[src/rtl/sp_ram_arb_pkg.sv]
// Shared types and the round-robin pick function for the single-port RAM arbiter.
package sp_ram_arb_pkg;

    // Widest arbiter supported; cores must instantiate with fewer ports than this.
    localparam int MAX_PORTS = 32;

    typedef logic [$clog2(MAX_PORTS)-1:0] port_idx_t;
    typedef logic [7:0]                   lock_cnt_t;

    // First requesting port at or after prio, wrapping modulo n; one-hot result.
    function automatic logic [MAX_PORTS-1:0] rr_pick(
        input logic [MAX_PORTS-1:0] req,
        input port_idx_t            prio,
        input int                   n
    );
        logic [MAX_PORTS-1:0] gnt;
        logic                 found;
        int                   idx;
        gnt   = '0;
        found = 1'b0;
        for (int i = 0; i < MAX_PORTS; i++) begin
            idx = int'(prio) + i;
            if (idx >= n) begin
                idx = idx - n;
            end else begin
                idx = idx;
            end
            if ((i < n) && !found && req[port_idx_t'(idx)]) begin
                gnt[port_idx_t'(idx)] = 1'b1;
                found                 = 1'b1;
            end else begin
                found = found;
            end
        end
        return gnt;
    endfunction

endpackage

[src/rtl/sp_ram_rr_arbiter_core.sv]
// Round-robin grant core with a bounded lock that lets one port keep the RAM for bursts.
module rr_arb_core
    import sp_ram_arb_pkg::*;
#(
    parameter int NUM_PORTS = 2,
    parameter int MAX_LOCK  = 4
) (
    input  logic                 clk_i,
    input  logic                 rst_i,
    input  logic [NUM_PORTS-1:0] req_i,
    input  logic [NUM_PORTS-1:0] lock_i,
    output logic [NUM_PORTS-1:0] gnt_o,
    output port_idx_t            gnt_idx_o
);

    localparam lock_cnt_t LOCK_LIM  = lock_cnt_t'(MAX_LOCK - 1);
    localparam port_idx_t LAST_PORT = port_idx_t'(NUM_PORTS - 1);

    port_idx_t            prio_q;
    port_idx_t            prio_nxt_s;
    lock_cnt_t            lock_cnt_q;
    lock_cnt_t            lock_cnt_nxt_s;
    logic [MAX_PORTS-1:0] req_ext_s;
    logic [MAX_PORTS-1:0] pick_s;
    logic                 illegal_s;
    logic [NUM_PORTS-1:0] gnt_s;
    port_idx_t            idx_s;
    logic                 any_gnt_s;
    logic                 lock_sel_s;

    // Grant selection; pick bits beyond NUM_PORTS can never be set and suppress the grant if they were.
    always_comb begin
        req_ext_s                = '0;
        req_ext_s[NUM_PORTS-1:0] = req_i;
        pick_s                   = rr_pick(req_ext_s, prio_q, NUM_PORTS);
        illegal_s                = |pick_s[MAX_PORTS-1:NUM_PORTS];
        if (rst_i || illegal_s) begin
            gnt_s = '0;
        end else begin
            gnt_s = pick_s[NUM_PORTS-1:0];
        end
        idx_s = '0;
        for (int p = 0; p < NUM_PORTS; p++) begin
            idx_s = idx_s | (gnt_s[p] ? port_idx_t'(p) : port_idx_t'(0));
        end
        any_gnt_s  = |gnt_s;
        lock_sel_s = |(gnt_s & lock_i);
    end

    // Next priority/lock count: lock keeps priority until the count reaches its limit.
    always_comb begin
        prio_nxt_s     = prio_q;
        lock_cnt_nxt_s = lock_cnt_q;
        if (!any_gnt_s) begin
            prio_nxt_s     = prio_q;
            lock_cnt_nxt_s = lock_cnt_q;
        end else if (lock_sel_s && (lock_cnt_q < LOCK_LIM)) begin
            prio_nxt_s     = idx_s;
            lock_cnt_nxt_s = lock_cnt_q + lock_cnt_t'(1);
        end else begin
            prio_nxt_s     = (idx_s == LAST_PORT) ? port_idx_t'(0) : idx_s + port_idx_t'(1);
            lock_cnt_nxt_s = lock_cnt_t'(0);
        end
    end

    // Priority and lock count registers.
    always_ff @(posedge clk_i) begin
        if (rst_i) begin
            prio_q     <= port_idx_t'(0);
            lock_cnt_q <= lock_cnt_t'(0);
        end else begin
            prio_q     <= prio_nxt_s;
            lock_cnt_q <= lock_cnt_nxt_s;
        end
    end

    assign gnt_o     = gnt_s;
    assign gnt_idx_o = idx_s;

endmodule

[src/rtl/sp_ram_rr_arbiter.sv]
// Shares one single-port RAM between NUM_PORTS requesters; responses return to the granted port.
module sp_ram_rr_arbiter
    import sp_ram_arb_pkg::*;
#(
    parameter int NUM_PORTS  = 2,
    parameter int ADDR_WIDTH = 32,
    parameter int DATA_WIDTH = 32,
    parameter int MAX_LOCK   = 4,
    parameter int BE_WIDTH   = DATA_WIDTH / 8
) (
    input  logic                            clk_i,
    input  logic                            rst_i,
    input  logic [NUM_PORTS-1:0]            req_i,
    input  logic [NUM_PORTS-1:0]            lock_i,
    input  logic [NUM_PORTS-1:0]            we_i,
    input  logic [NUM_PORTS*ADDR_WIDTH-1:0] addr_i,
    input  logic [NUM_PORTS*BE_WIDTH-1:0]   be_i,
    input  logic [NUM_PORTS*DATA_WIDTH-1:0] wdata_i,
    output logic [NUM_PORTS-1:0]            gnt_o,
    output logic [NUM_PORTS-1:0]            rvalid_o,
    output logic [DATA_WIDTH-1:0]           rdata_o,
    output logic                            mem_req_o,
    output logic                            mem_we_o,
    output logic [ADDR_WIDTH-1:0]           mem_addr_o,
    output logic [BE_WIDTH-1:0]             mem_be_o,
    output logic [DATA_WIDTH-1:0]           mem_wdata_o,
    input  logic [DATA_WIDTH-1:0]           mem_rdata_i
);

    logic [NUM_PORTS-1:0]  gnt_s;
    port_idx_t             gnt_idx_s;
    logic                  any_gnt_s;
    logic [NUM_PORTS-1:0]  sel_s;
    logic                  mem_we_s;
    logic [ADDR_WIDTH-1:0] mem_addr_s;
    logic [BE_WIDTH-1:0]   mem_be_s;
    logic [DATA_WIDTH-1:0] mem_wdata_s;
    logic [NUM_PORTS-1:0]  rvalid_r;

    rr_arb_core #(
        .NUM_PORTS (NUM_PORTS),
        .MAX_LOCK  (MAX_LOCK)
    ) u_core (
        .clk_i     (clk_i),
        .rst_i     (rst_i),
        .req_i     (req_i),
        .lock_i    (lock_i),
        .gnt_o     (gnt_s),
        .gnt_idx_o (gnt_idx_s)
    );

    // Field mux: AND-OR of the selected port so idle cycles drive all-zero memory fields.
    always_comb begin
        any_gnt_s   = |gnt_s;
        sel_s       = '0;
        mem_we_s    = 1'b0;
        mem_addr_s  = '0;
        mem_be_s    = '0;
        mem_wdata_s = '0;
        for (int p = 0; p < NUM_PORTS; p++) begin
            sel_s[p]    = any_gnt_s && (gnt_idx_s == port_idx_t'(p));
            mem_we_s    = mem_we_s | (we_i[p] & sel_s[p]);
            mem_addr_s  = mem_addr_s  | (addr_i[p*ADDR_WIDTH +: ADDR_WIDTH]  & {ADDR_WIDTH{sel_s[p]}});
            mem_be_s    = mem_be_s    | (be_i[p*BE_WIDTH +: BE_WIDTH]        & {BE_WIDTH{sel_s[p]}});
            mem_wdata_s = mem_wdata_s | (wdata_i[p*DATA_WIDTH +: DATA_WIDTH] & {DATA_WIDTH{sel_s[p]}});
        end
    end

    // Response valid tracks the grant with the RAM's one-cycle latency.
    always_ff @(posedge clk_i) begin
        if (rst_i) begin
            rvalid_r <= '0;
        end else begin
            rvalid_r <= gnt_s;
        end
    end

    // Masking with rst_i drops a response that is in flight when reset arrives.
    assign rvalid_o    = rvalid_r & {NUM_PORTS{~rst_i}};
    assign rdata_o     = mem_rdata_i;
    assign gnt_o       = gnt_s;
    assign mem_req_o   = any_gnt_s;
    assign mem_we_o    = mem_we_s;
    assign mem_addr_o  = mem_addr_s;
    assign mem_be_o    = mem_be_s;
    assign mem_wdata_o = mem_wdata_s;

endmodule

[config.mk]
export PLATFORM = sky130hd
export DESIGN_NAME = sp_ram_rr_arbiter
export DESIGN_NICKNAME = d
export VERILOG_FILES = /design/src/rtl/sp_ram_arb_pkg.sv /design/src/rtl/sp_ram_rr_arbiter_core.sv /design/src/rtl/sp_ram_rr_arbiter.sv
export SDC_FILE = /design/constraint.sdc
export NUM_CORES = 1
export LEC_CHECK = 0
export ABC_AREA = 1
export BUFFER_PORTS_ARGS = -buffer_cell sky130_fd_sc_hd__buf_2
export CORE_AREA = 3 3 107 109
export CTS_CLUSTER_DIAMETER = 40
export DETAILED_ROUTE_END_ITERATION = 10
export DIE_AREA = 0 0 110 112
export SYNTH_ARGS = -nofsm -noshare
export SYNTH_HDL_FRONTEND = slang
export SYNTH_SLANG_ARGS = --single-unit
[constraint.sdc]
create_clock -name clk_i -period 1.99 [get_ports clk_i]
set_clock_uncertainty 0.2 [all_clocks]
set_input_delay 0.2985 -clock clk_i [delete_from_list [all_inputs] [get_ports clk_i]]
set_output_delay 0.2985 -clock clk_i [all_outputs]
set_load 0.01 [all_outputs]
Word-level counts from Yosys, hierarchy flattened
Cells that the tools add are included.

Register bits after elaboration: 15. Input port bits: 176. Output and inout bits: 106. Logic and storage cells: 62.

$add $sub $neg: 5. Magnitude comparators: 7. Equal/unequal tests: 1. Muxes and demuxes: 18. Bitwise gates (word level): 16. Reductions and logical operators: 12.

Operator list (count): 32-bit bitwise AND (4); 32-bit OR (3); 32-bit 2-to-1 mux (2); 30-bit OR reduction (1); 5-bit 2-to-1 mux (4); 5-bit by 6-bit less-than comparator with 1-bit output (second input constant) (2); 1-bit binary-select mux with 5-bit select (2); 1-bit demux with 5-bit select (2); 5-bit by 1-bit >= comparator with 1-bit output (second input constant) (2); 8-bit by 1-bit adder with 8-bit output (second input constant) (1); 4-bit bitwise AND (2); 8-bit by 2-bit less-than comparator with 1-bit output (second input constant) (1); 8-bit 2-to-1 mux (1); 5-bit by 1-bit adder with 6-bit output (second input constant) (1); 6-bit by 2-bit >= comparator with 1-bit output (second input constant) (1); 1-bit logical AND (6); 1-bit 2-to-1 mux (6); 5-bit by 1-bit adder with 5-bit output (second input constant) (1); 5-bit by 1-bit == test with 1-bit output (second input constant) (1); 5-bit by 2-bit >= comparator with 1-bit output (second input constant) (1); 5-bit logical NOT (1); 5-bit by 2-bit subtractor with 5-bit output (second input constant) (1); 5-bit by 3-bit subtractor with 5-bit output (second input constant) (1); 2-bit bitwise AND (2); other kinds (8) (10).

Depth between registers and ports, before layout
Gate-level depths: netlist (run 1).

Depth after elaboration: 17. Gate-level depth with buffers: 13. Gate-level depth less buffers: 13.

Modules after synthesis
A second synthesis (run 1) with hierarchy kept.

Cell total of the unflattened synthesis: 355. Area, all modules: 1985.7 um^2.

Modules (own cells, without submodules): sp_ram_rr_arbiter (times used 1, cells each 290, area each 1480.2 um^2, sequential area each 40.0 um^2); rr_arb_core (times used 1, cells each 65, area each 505.5 um^2, sequential area each 180.2 um^2).

Least setup slack after synthesis (run 1)
No wires, ideal clock.

Path type: register to output. Start point: reg u_core.prio_q[0]. End point: out mem_wdata_o[22]. Arrival time: 1491 ps. Data required time: 1492 ps. Setup slack: 0 ps. Stages on the path, launching flop included: 10. Path buffers: 1. Cells stage by stage: dfxtp_1 inv_2 ha_1 inv_1 nand4_2 nand2_2 nand2_4 inv_4 buf_2 a22o_1.

Elaborated cells on any way between the ends: 39. Those cells by class: add/sub: 3; order compare: 6; eq/ne: 1; mux: 15; bitwise: 4; reduce/logical: 10.

RTL lines: start: declaration (line sp_ram_rr_arbiter_core.sv:19) `port_idx_t prio_q;`; start signal: assignment (line sp_ram_rr_arbiter_core.sv:69) `prio_q <= port_idx_t'(0);`; start signal: assignment (line sp_ram_rr_arbiter_core.sv:72) `prio_q <= prio_nxt_s;`; 5-bit by 1-bit adder with 6-bit output, or another cell as far along (line sp_ram_arb_pkg.sv:22) `idx = int'(prio) + i;`; 5-bit by 3-bit subtractor with 5-bit output, or another cell as far along (line sp_ram_arb_pkg.sv:24) `idx = idx - n;`; 5-bit 2-to-1 mux, or another cell as far along (line sp_ram_arb_pkg.sv:23) `if (idx >= n) begin`; 5-bit by 6-bit less-than comparator with 1-bit output (implied by the code), or another cell as far along (line sp_ram_arb_pkg.sv:29) `gnt[port_idx_t'(idx)] = 1'b1;`; 1-bit logical AND (implied by the code) / 1-bit 2-to-1 mux (equally long branches) (line sp_ram_arb_pkg.sv:29); 1-bit 2-to-1 mux (implied by the code) / 1-bit demux with 5-bit select (equally long branches); 1-bit demux with 5-bit select / 32-bit 2-to-1 mux (equally long branches); 32-bit OR (no line); 32-bit 2-to-1 mux * (line sp_ram_arb_pkg.sv:28) `if ((i < n) && !found && req[port_idx_t'(idx)]) begin`; 30-bit OR reduction (line sp_ram_rr_arbiter_core.sv:36) `illegal_s = |pick_s[MAX_PORTS-1:NUM_PORTS];`; 1-bit logical OR (line sp_ram_rr_arbiter_core.sv:37) `if (rst_i || illegal_s) begin`; 2-bit 2-to-1 mux * (line sp_ram_rr_arbiter_core.sv:37); net gnt_o[0] (line sp_ram_rr_arbiter.sv:19) `output logic [NUM_PORTS-1:0] gnt_o,`; 2-bit OR reduction * (line sp_ram_rr_arbiter.sv:54) `any_gnt_s = |gnt_s;`; 1-bit logical AND (line sp_ram_rr_arbiter.sv:61) `sel_s[p] = any_gnt_s && (gnt_idx_s == port_idx_t'(p));`; 32-bit bitwise AND (line sp_ram_rr_arbiter.sv:65) `mem_wdata_s = mem_wdata_s | (wdata_i[p*DATA_WIDTH +: DATA_WIDTH] & {DATA_WIDTH{sel_s[p]}});`; 32-bit OR * (line sp_ram_rr_arbiter.sv:65); end: declaration (line sp_ram_rr_arbiter.sv:26) `output logic [DATA_WIDTH-1:0] mem_wdata_o,`.

The timed path passes the listed nets; every way through them passes the cells marked *. The select of a mux whose other input is x is not followed.

Worst setup path after layout (run 1)
Start point: reg u_core.prio_q[0]. End point: out mem_wdata_o[25].

Cells in the longest elaborated chain, start to end: 17. Elaborated cells on any way between the ends: 39. Those cells by class: add/sub: 3; order compare: 6; eq/ne: 1; mux: 15; bitwise: 4; reduce/logical: 10.

RTL lines: 5-bit by 1-bit adder with 6-bit output, or another cell as far along (line sp_ram_arb_pkg.sv:22); 5-bit by 3-bit subtractor with 5-bit output, or another cell as far along (line sp_ram_arb_pkg.sv:24); 5-bit 2-to-1 mux, or another cell as far along (line sp_ram_arb_pkg.sv:23); 5-bit by 6-bit less-than comparator with 1-bit output (implied by the code), or another cell as far along (line sp_ram_arb_pkg.sv:29); 1-bit logical AND (implied by the code) / 1-bit 2-to-1 mux (equally long branches) (line sp_ram_arb_pkg.sv:29); 1-bit 2-to-1 mux (implied by the code) / 1-bit demux with 5-bit select (equally long branches); 1-bit demux with 5-bit select / 32-bit 2-to-1 mux (equally long branches); 32-bit OR (no line); 32-bit 2-to-1 mux * (line sp_ram_arb_pkg.sv:28); 30-bit OR reduction (line sp_ram_rr_arbiter_core.sv:36); 1-bit logical OR (line sp_ram_rr_arbiter_core.sv:37); 2-bit 2-to-1 mux * (line sp_ram_rr_arbiter_core.sv:37); 1-bit 2-to-1 mux (line sp_ram_rr_arbiter_core.sv:44) `idx_s = idx_s | (gnt_s[p] ? port_idx_t'(p) : port_idx_t'(0));`; 5-bit by 1-bit == test with 1-bit output / 5-bit logical NOT (equally long branches) (line sp_ram_rr_arbiter.sv:61); 1-bit logical AND (line sp_ram_rr_arbiter.sv:61); 32-bit bitwise AND (line sp_ram_rr_arbiter.sv:65); 32-bit OR * (line sp_ram_rr_arbiter.sv:65).

Mark *: on every way between the ends. The rest lies on a longest branch, timed or not. The select of a mux whose other input is x is not followed.

==> results.sh, run 1 <==
export IMPL_status="finished, violations left"
export IMPL_violations="setup timing"
export IMPL_routed_top_layer="met4"
export IMPL_final_cell_area_sq_um=2960
export IMPL_std_cell_rows=38
export IMPL_drive_above_1_share_pct=69.6
export IMPL_fin_crit_sh_pct=116
export IMPL_utilization_pct=27.6
export IMPL_die_y_microns=112
export IMPL_cts_max_path_buffers=2
export IMPL_hold_end="u_core.prio_q[0]"
export IMPL_routed_wl_met3_microns=895
export IMPL_final_instance_count_excl_fill=521
export IMPL_clock_fmax_mhz=433
export IMPL_p_int_uw=840
export IMPL_vias=2227
export IMPL_seqPwrFrac_pct=17.8
export IMPL_syn_avg_cell_area_sq_um=8.20
export IMPL_ir_drop_mv=0.299
export IMPL_diodes=0
export IMPL_clock_power_share_pct=16.7
export IMPL_yosys_top_cells_count="a22o_1 (69), buf_4 (32), inv_1 (13)"
export IMPL_clk_latency_ns=0.24
export IMPL_drv_cap=0
export IMPL_yosys_top_cells_area="a22o_1 (40%), buf_4 (16%), dfxtp_1 (15%)"
export IMPL_die_width_microns=110
export IMPL_via_per_inst=4.27
export IMPL_p_leak_uw=0.00173
export IMPL_rsz0062_at_grt="true"
export IMPL_ys_ff_latch=11
export IMPL_relSlewSlack_pct=71.6
export IMPL_required_ns=1.49
export IMPL_dp_cells=505
export IMPL_nets=560
export IMPL_drtPass1Iterations=4
export IMPL_hpwl_microns=6080
export IMPL_grt_pass1_vias=2190
export IMPL_worstMarginPinSlew_ns=0.423
export IMPL_rrSetupSlack_ns=0.07
export IMPL_swShare_pct=36.9
export IMPL_grt_ovfl_total=0
export IMPL_synth_cell_types=23
export IMPL_grt_max_degree=26
export IMPL_cts_root_buf="clkbuf_8"
export IMPL_place_congestion=0.693
export IMPL_netlist_instances=184
export IMPL_hold_depth=2
export IMPL_dr_first_iter_drc_count=77
export IMPL_numPortBuffers=217
export IMPL_die_area_sq_um=12300
export IMPL_cts_sinks=11
export IMPL_path_class="reg2out"
export IMPL_design_core_area_sq_um=10700
export IMPL_wirelength_microns=8320
export IMPL_cp_start_kind="flip-flop"
export IMPL_synth_seq_area_share_pct=14.6
export IMPL_start_util_pct=14.1
export IMPL_grt_antenna_before_repair=0
export IMPL_synth_edf_count=0
export IMPL_place_ws_ns=-0.247
export IMPL_synth_most_common_cell="a22o_1"
export IMPL_syn_nets=362
export IMPL_area_delta_synth_final_pct=96.0
export IMPL_min_period_ns=2.31
export IMPL_p_per_area_nw_per_um2=450
export IMPL_cts_buffers=3
export IMPL_pwr_share_comb_pct=65.5
export IMPL_syn_area_sq_um=1510
export IMPL_reg2regPathDepth=13
export IMPL_yosys_warnings=0
export IMPL_min_path_type="in2reg"
export IMPL_drcViolationCount=0
export IMPL_cp_end_kind="output pin"
export IMPL_wl_per_cell_microns=16.0
export IMPL_synth_top_area_share_pct=40.0
export IMPL_timing_rr_end="u_core.lock_cnt_q[0]"
export IMPL_min_delay_start="rst_i"
export IMPL_synth_main_ff_cell="dfxtp_1"
export IMPL_met1_length_microns=2980
export IMPL_crit_path_start="u_core.prio_q[0]"
export IMPL_cts_tree="yes"
export IMPL_htree_levels=1
export IMPL_async_reset_ff_share_pct=0
export IMPL_finalMaxSlewViolations=0
export IMPL_grt_pass1_wl_microns=10900
export IMPL_crit_path_max_fanout=8
export IMPL_cp_arrival_ns=1.81
export IMPL_pin_count=282
export IMPL_r2r_start="u_core.prio_q[0]"
export IMPL_antenna_left=0
export IMPL_hold_violations=0
export IMPL_wl_met2_microns=4380
export IMPL_grt_usage_pct=11.2
export IMPL_setup_viol=72
export IMPL_cts_hold_buffers=0
export IMPL_clk_pin_slew_worst_paths_ns=0.05
export IMPL_place_area_sq_um=2540
export IMPL_timing_final_ws_setup_ns=-0.320
export IMPL_synth_top_area_cell="a22o_1"
export IMPL_p_switching_uw=492
cells by family after synthesis:
| family | count (synthesis) | synth area share [%] |
|---|---|---|
| fa+ha+maj | 2 | 1.66 |
| buf+inv | 64 | 28.4 |
| simple gates | 34 | 13.0 |
| flops | 11 | 14.6 |
| compound gates | 73 | 42.3 |
critical path, stage by stage, from the launching register on:
cell and delay, ns:
dfxtp_4 0.39, inv_4 0.05, ha_4 0.16, inv_4 0.07
nand2_4 0.05, o21bai_4 0.16, nand3_4 0.12, clkinv_8 0.12
buf_12 0.13, a22o_1 0.18, buf_2 0.15
worst max-delay path by stage:
stage	end	depth (start not counted)	slack [ns]
after detailed placement	mem_wdata_o[17]	10	-0.25
after floorplan	mem_wdata_o[22]	9	0.00001
final	mem_wdata_o[25]	10	-0.32
after global placement	mem_wdata_o[17]	10	-0.19
after global routing	mem_addr_o[3]	10	-0.39
after CTS	mem_wdata_o[7]	11	-0.33
cell usage in the layout (no fill, tap or decap), drive strengths merged:
| cell type | instances |
|---|---|
| a21oi | 2 |
| o21bai | 1 |
| dfxtp | 11 |
| nor2 | 7 |
| nand2 | 14 |
| nand4 | 2 |
| a22o | 69 |
| and2 | 1 |
| nor4 | 1 |
| clkinv | 2 |
| ha | 2 |
| inv | 16 |
| clkbuf | 7 |
| buf | 236 |
| nand3 | 9 |
| o21ai | 1 |
metrics by stage:
step	setup TNS [ns]	total power, uW	hold WS, ns
floorplan	0	677	0.168
global placement	-4.67	946	0.241
detailed placement	-7.99	958	0.246
CTS	-20.09	1340	0.103
global route	-25.08	1430	0.116
finish	-18.21	1330	0.102
layout make-up:
cell class / count / area (sq um)
fillers: 1159 / 7740
inverters: 18 / 97.6
well taps: 140 / 175
flip-flops and latches: 11 / 224
clock buffers: 4 / 45.0
multi-input cells: 109 / 930
repair buffers: 239 / 1490
state kept, by name, summed over array words and instances, names as in the netlist:
| register | flops |
|---|---|
| rvalid_r | 2 |
| u_core.lock_cnt_q | 8 |
| u_core.prio_q | 1 |
routing by layer:
metal / GRT usage [%] / vias up
met3: 1.80 / 11
met2: 21.9 / 145
li1: - / 1044
met5: 0 / -
met4: 2.16 / 0
met1: 12.4 / 1027
timing repair:
action                                  4_1_cts  5_1_grt
pin swaps                                     2       11
gates resized for setup                      26       12
setup buffers                                 8        4
gates cloned                                  5        4
endpoints found under the setup margin       74       75
power groups by stage:
stage	combinational [uW]	clock [uW]	sequential [uW]
6_report	872	222	237
2_1_floorplan	438	0	238
4_1_cts	879	227	237
5_1_grt	950	242	238
3_3_place_gp	707	0	238
3_5_place_dp	719	0	239
Power figures use the tool's default switching activity.
==> run 2: changes to the inputs <==
- clock period: 1.99 -> 2.2 ns (I/O delays scaled with it)
==> results.sh, run 2 (synthesis results as in run 1) <==
export IMPL_status="finished, violations left"
export IMPL_violations="setup timing"
export IMPL_cp_end_kind="output pin"
export IMPL_timing_final_ws_setup_ns=-0.139
export IMPL_r2r_start="u_core.prio_q[0]"
export IMPL_hpwl_microns=5950
export IMPL_grt_usage_pct=11.9
export IMPL_pin_count=282
export IMPL_hold_depth=2
export IMPL_cp_start_kind="flip-flop"
export IMPL_wirelength_microns=8760
export IMPL_drtPass1Iterations=4
export IMPL_power_uw=1220
export IMPL_layout_cells_most_common="buf_2"
export IMPL_finalMaxSlewViolations=0
export IMPL_cts_buffers=3
export IMPL_hold_end="u_core.prio_q[0]"
export IMPL_clk_pin_slew_worst_paths_ns=0.05
export IMPL_required_ns=1.67
export IMPL_numPortBuffers=217
export IMPL_clock_fmax_mhz=428
export IMPL_grt_ovfl_total=0
export IMPL_drv_cap=0
export IMPL_hold_violations=0
export IMPL_dr_first_iter_drc_count=82
export IMPL_path_class="reg2out"
export IMPL_cts_sinks=11
export IMPL_design_core_area_sq_um=10700
export IMPL_place_ws_ns=-0.0833
export IMPL_min_period_ns=2.34
export IMPL_grt_pass1_vias=2208
export IMPL_setup_viol=70
export IMPL_ir_drop_mv=0.338
export IMPL_antenna_left=0
export IMPL_p_leak_uw=0.00174
export IMPL_diodes=0
export IMPL_rsz0062_at_grt="true"
export IMPL_wl_per_cell_microns=16.8
export IMPL_min_delay_start="rst_i"
export IMPL_die_y_microns=112
export IMPL_area_delta_synth_final_pct=97.4
export IMPL_reg2regPathDepth=13
export IMPL_final_cell_mix="buf_2 (210), a22o_1 (66), inv_1 (12), buf_6 (10), dfxtp_1 (10)"
export IMPL_clk_latency_ns=0.24
export IMPL_cts_tree="yes"
export IMPL_relSlewSlack_pct=73.3
export IMPL_rrSetupSlack_ns=0.27
export IMPL_nets=560
export IMPL_cp_arrival_ns=1.81
export IMPL_die_width_microns=110
export IMPL_grt_antenna_before_repair=0
export IMPL_holdWs_ns=0.127
export IMPL_final_cell_area_sq_um=2980
export IMPL_grt_pass1_wl_microns=11300
export IMPL_worstMarginPinSlew_ns=0.397
export IMPL_place_congestion=0.710
export IMPL_max_flop_register="u_core.lock_cnt_q"
export IMPL_htree_levels=1
export IMPL_crit_path_max_fanout=8
export IMPL_largest_reg_flops=8
export IMPL_largestRegisters="u_core.lock_cnt_q: 8 flops, rvalid_r: 2 flops, u_core.prio_q: 1 flops"
export IMPL_p_per_area_nw_per_um2=411
export IMPL_drive_above_1_share_pct=69.8
export IMPL_start_util_pct=14.1
export IMPL_timing_rr_end="u_core.prio_q[0]"
export IMPL_vias=2207
export IMPL_drcViolationCount=0
export IMPL_fin_crit_sh_pct=106
export IMPL_std_cell_rows=38
export IMPL_grt_max_degree=24
export IMPL_cts_max_path_buffers=2
export IMPL_tns_ns=-7.02
export IMPL_die_area_sq_um=12300
export IMPL_place_area_sq_um=2510
export IMPL_min_path_type="in2reg"
export IMPL_cts_root_buf="clkbuf_8"
export IMPL_via_per_inst=4.24
[run 2: worst max path at each step]
stage                      from         endpoint  slack [ns]  cells past startpoint
2_1_floorplan  u_core.prio_q[0]  mem_wdata_o[22]        0.18                      9
3_5_place_dp   u_core.prio_q[0]  mem_wdata_o[17]       -0.08                     10
6_report       u_core.prio_q[0]  mem_wdata_o[25]       -0.14                     10
3_3_place_gp   u_core.prio_q[0]  mem_wdata_o[17]       -0.04                     10
5_1_grt        u_core.prio_q[0]  mem_wdata_o[25]       -0.24                     10
4_1_cts        u_core.prio_q[0]   mem_wdata_o[3]       -0.17                     10
[run 2: layout make-up]
| cell class | instances | area [sq um] |
|---|---|---|
| clock buffer | 3 | 41.3 |
| sequential | 11 | 224 |
| fill | 1165 | 7720 |
| inverter | 18 | 97.6 |
| timing repair buffer | 239 | 1520 |
| clock inverter | 1 | 5.00 |
| multi-input combinational | 109 | 920 |
| tap | 140 | 175 |
[run 2: routing by layer]
layer | GRT usage [%] | routed length [microns] | vias up
met3 | 1.97 | 773 | 8
met5 | 0 | 0 | -
met4 | 1.91 | 40 | 0
met1 | 14.6 | 3450 | 1021
li1 | - | - | 1043
met2 | 21.9 | 4500 | 135
[run 2: what timing repair did]
action                     in CTS  in global routing
resized for setup              31                 10
setup buffers                   8                  2
setup endpoints to repair      71                 71
hold buffers                    0                  0
pin swaps                       2                 25
cloned                          7                  4
[run 2: through the flow]
stage | cells | utilization [%]
CTS | 520 | 27.8
global route | 521 | 27.8
finish | 521 | 27.8
detailed placement | 501 | 23.5
floorplan | 184 | -
global placement | 501 | 23.5
[run 2: worst max-delay path: stages (launching register included)]
cell,delay (ns)
dfxtp_4,0.39
inv_4,0.05
ha_4,0.16
inv_4,0.07
nand2_4,0.05
o21bai_4,0.17
nand3_4,0.12
clkinv_8,0.13
buf_12,0.13
a22o_1,0.16
buf_2,0.14
[run 2: where the power goes]
group / internal [uW] / switching [uW] / total (uW)
sequential: 207 / 6.89 / 214
clock: 125 / 77.6 / 202
combinational: 433 / 375 / 808
==> run 3: changes to the inputs <==
--- a/constraint.sdc
+++ b/constraint.sdc
@@ -4,2 +4,2 @@
 set_output_delay 0.33 -clock clk_i [all_outputs]
-set_load 0.01 [all_outputs]
+set_load 0.1 [all_outputs]
==> results.sh, run 3 (synthesis results as in run 1) <==
export IMPL_max_flop_register="u_core.lock_cnt_q"
export IMPL_violations="setup timing"
export IMPL_nets=562
export IMPL_cts_sinks=11
export IMPL_drv_cap=0
export IMPL_htree_levels=1
export IMPL_min_period_ns=2.40
export IMPL_finalMaxSlewViolations=0
export IMPL_worstPathCellList="inv_4 -> ha_4 -> inv_4 -> nand2_4 -> o21bai_4 -> nand3_4 -> clkinv_4 -> buf_16 -> a22o_2 -> buf_12"
export IMPL_path_common_cell="inv_4"
export IMPL_clock_fmax_mhz=416
export IMPL_p_int_uw=1200
export IMPL_place_congestion=0.761
export IMPL_wirelength_microns=7980
export IMPL_cts_buffers=3
export IMPL_required_ns=1.67
export IMPL_diodes=0
export IMPL_grt_antenna_before_repair=0
export IMPL_cp_end_kind="output pin"
export IMPL_crit_path_max_fanout=34
export IMPL_final_cell_area_sq_um=4130
export IMPL_start_util_pct=14.1
export IMPL_cp_arrival_ns=1.87
export IMPL_grt_max_degree=35
export IMPL_clk_latency_ns=0.24
export IMPL_antenna_left=0
export IMPL_timing_rr_end="u_core.prio_q[0]"
export IMPL_grt_pass1_wl_microns=11200
export IMPL_seqPwrFrac_pct=8.1
export IMPL_die_area_sq_um=12300
export IMPL_rsz0062_at_grt="true"
export IMPL_cts_tree="yes"
export IMPL_largest_reg_flops=8
export IMPL_dp_cells=506
export IMPL_min_delay_start="rst_i"
export IMPL_drtPass1Iterations=4
export IMPL_hold_depth=2
export IMPL_layout_cells_most_common="buf_2"
export IMPL_grt_ovfl_total=0
export IMPL_grt_usage_pct=11.4
export IMPL_timing_final_ws_setup_ns=-0.203
export IMPL_numPortBuffers=217
export IMPL_p_leak_uw=0.00207
export IMPL_relSlewSlack_pct=67.5
export IMPL_hold_end="u_core.lock_cnt_q[1]"
export IMPL_power_uw=2650
export IMPL_clock_power_share_pct=7.5
export IMPL_status="finished, violations left"
export IMPL_place_area_sq_um=3780
export IMPL_design_core_area_sq_um=10700
export IMPL_die_y_microns=112
export IMPL_die_width_microns=110
export IMPL_slowest_stage="dfxtp_4"
export IMPL_reg2regPathDepth=16
export IMPL_grt_pass1_vias=2219
export IMPL_drcViolationCount=0
export IMPL_clk_pin_slew_worst_paths_ns=0.05
export IMPL_final_cell_mix="buf_2 (145), buf_12 (77), a22o_2 (55), a22o_4 (14), inv_1 (12)"
export IMPL_min_path_type="in2reg"
export IMPL_swShare_pct=54.9
export IMPL_largestRegisters="u_core.lock_cnt_q: 8 flops, rvalid_r: 2 flops, u_core.prio_q: 1 flops"
export IMPL_p_switching_uw=1460
export IMPL_p_per_area_nw_per_um2=642
export IMPL_ir_drop_mv=0.361
export IMPL_area_delta_synth_final_pct=174
export IMPL_dr_first_iter_drc_count=80
export IMPL_hpwl_microns=6170
export IMPL_drive_above_1_share_pct=86.7
export IMPL_pin_count=282
export IMPL_cp_start_kind="flip-flop"
export IMPL_pwr_share_comb_pct=84.4
export IMPL_final_instance_count_excl_fill=523
export IMPL_cts_root_buf="clkbuf_8"
export IMPL_critPathMaxStageDelay_ns=0.39
export IMPL_worstMarginPinSlew_ns=0.491
export IMPL_rrSetupSlack_ns=0.02
export IMPL_wl_per_cell_microns=15.3
export IMPL_fin_crit_sh_pct=109
export IMPL_setup_viol=71
export IMPL_hold_violations=0
export IMPL_cts_hold_buffers=0
export IMPL_std_cell_rows=38
export IMPL_r2r_start="u_core.prio_q[0]"
export IMPL_via_per_inst=4.24
export IMPL_vias=2219
export IMPL_cts_max_path_buffers=2
export IMPL_path_class="reg2out"
-- run 3: repair_timing --
action	in CTS	in global routing
setup endpoints to repair	72	75
setup buffers	10	1
resized for setup	24	1
gates cloned	4	0
pin swaps	5	0
-- run 3: area by class of cell --
class,count,area (sq um)
Multi-Input combinational cell,109,1080
Inverter,18,85.1
Clock buffer,4,45.0
Sequential cell,11,224
Tap cell,140,175
Fill cell,1039,6570
Timing Repair Buffer,241,2520
-- run 3: critical path: cells and delay by family (launching register included) --
family          cells  cell delay, ns
buf+inv             5            0.57
compound gates      2            0.34
simple gates        2            0.15
fa+ha+maj           1            0.15
flops               1            0.39
-- run 3: metal layers --
layer	track usage, %	wire, microns	share of wire [%]
met1	12.8	2870	36
met2	22.1	4220	53
met3	2.26	853	11
met4	1.91	35	0.44
met5	0	0	0
-- run 3: worst max path at each step --
stage,cells past startpoint,slack (ns),end,from
6_report,10,-0.20,mem_wdata_o[31],u_core.prio_q[0]
5_1_grt,10,-0.30,mem_addr_o[16],u_core.prio_q[0]
4_1_cts,10,-0.22,mem_wdata_o[7],u_core.prio_q[0]
3_5_place_dp,10,-0.10,mem_addr_o[16],u_core.prio_q[0]
3_3_place_gp,10,-0.04,mem_addr_o[16],u_core.prio_q[0]
2_1_floorplan,9,-0.09,mem_addr_o[0],u_core.prio_q[0]
-- run 3: per-stage QoR --
stage | utilization (%) | setup TNS, ns | hold WS (ns) | worst slack, ns
after detailed placement | 35.4 | -4.67 | 0.245 | -0.102
after global placement | 35.4 | -0.913 | 0.241 | -0.0364
after CTS | 38.5 | -13.50 | 0.112 | -0.216
final | 38.6 | -12.14 | 0.122 | -0.203
after floorplan | - | -6.21 | 0.199 | -0.0932
after global routing | 38.6 | -19.57 | 0.124 | -0.304
-- run 3: power groups by stage --
stage / clock network (uW) / registers [uW] / logic [uW]
final: 200 / 215 / 2240
after global placement: 0 / 216 / 2130
after floorplan: 0 / 215 / 1600
after CTS: 209 / 214 / 2250
after global routing: 218 / 215 / 2310
after detailed placement: 0 / 217 / 2150
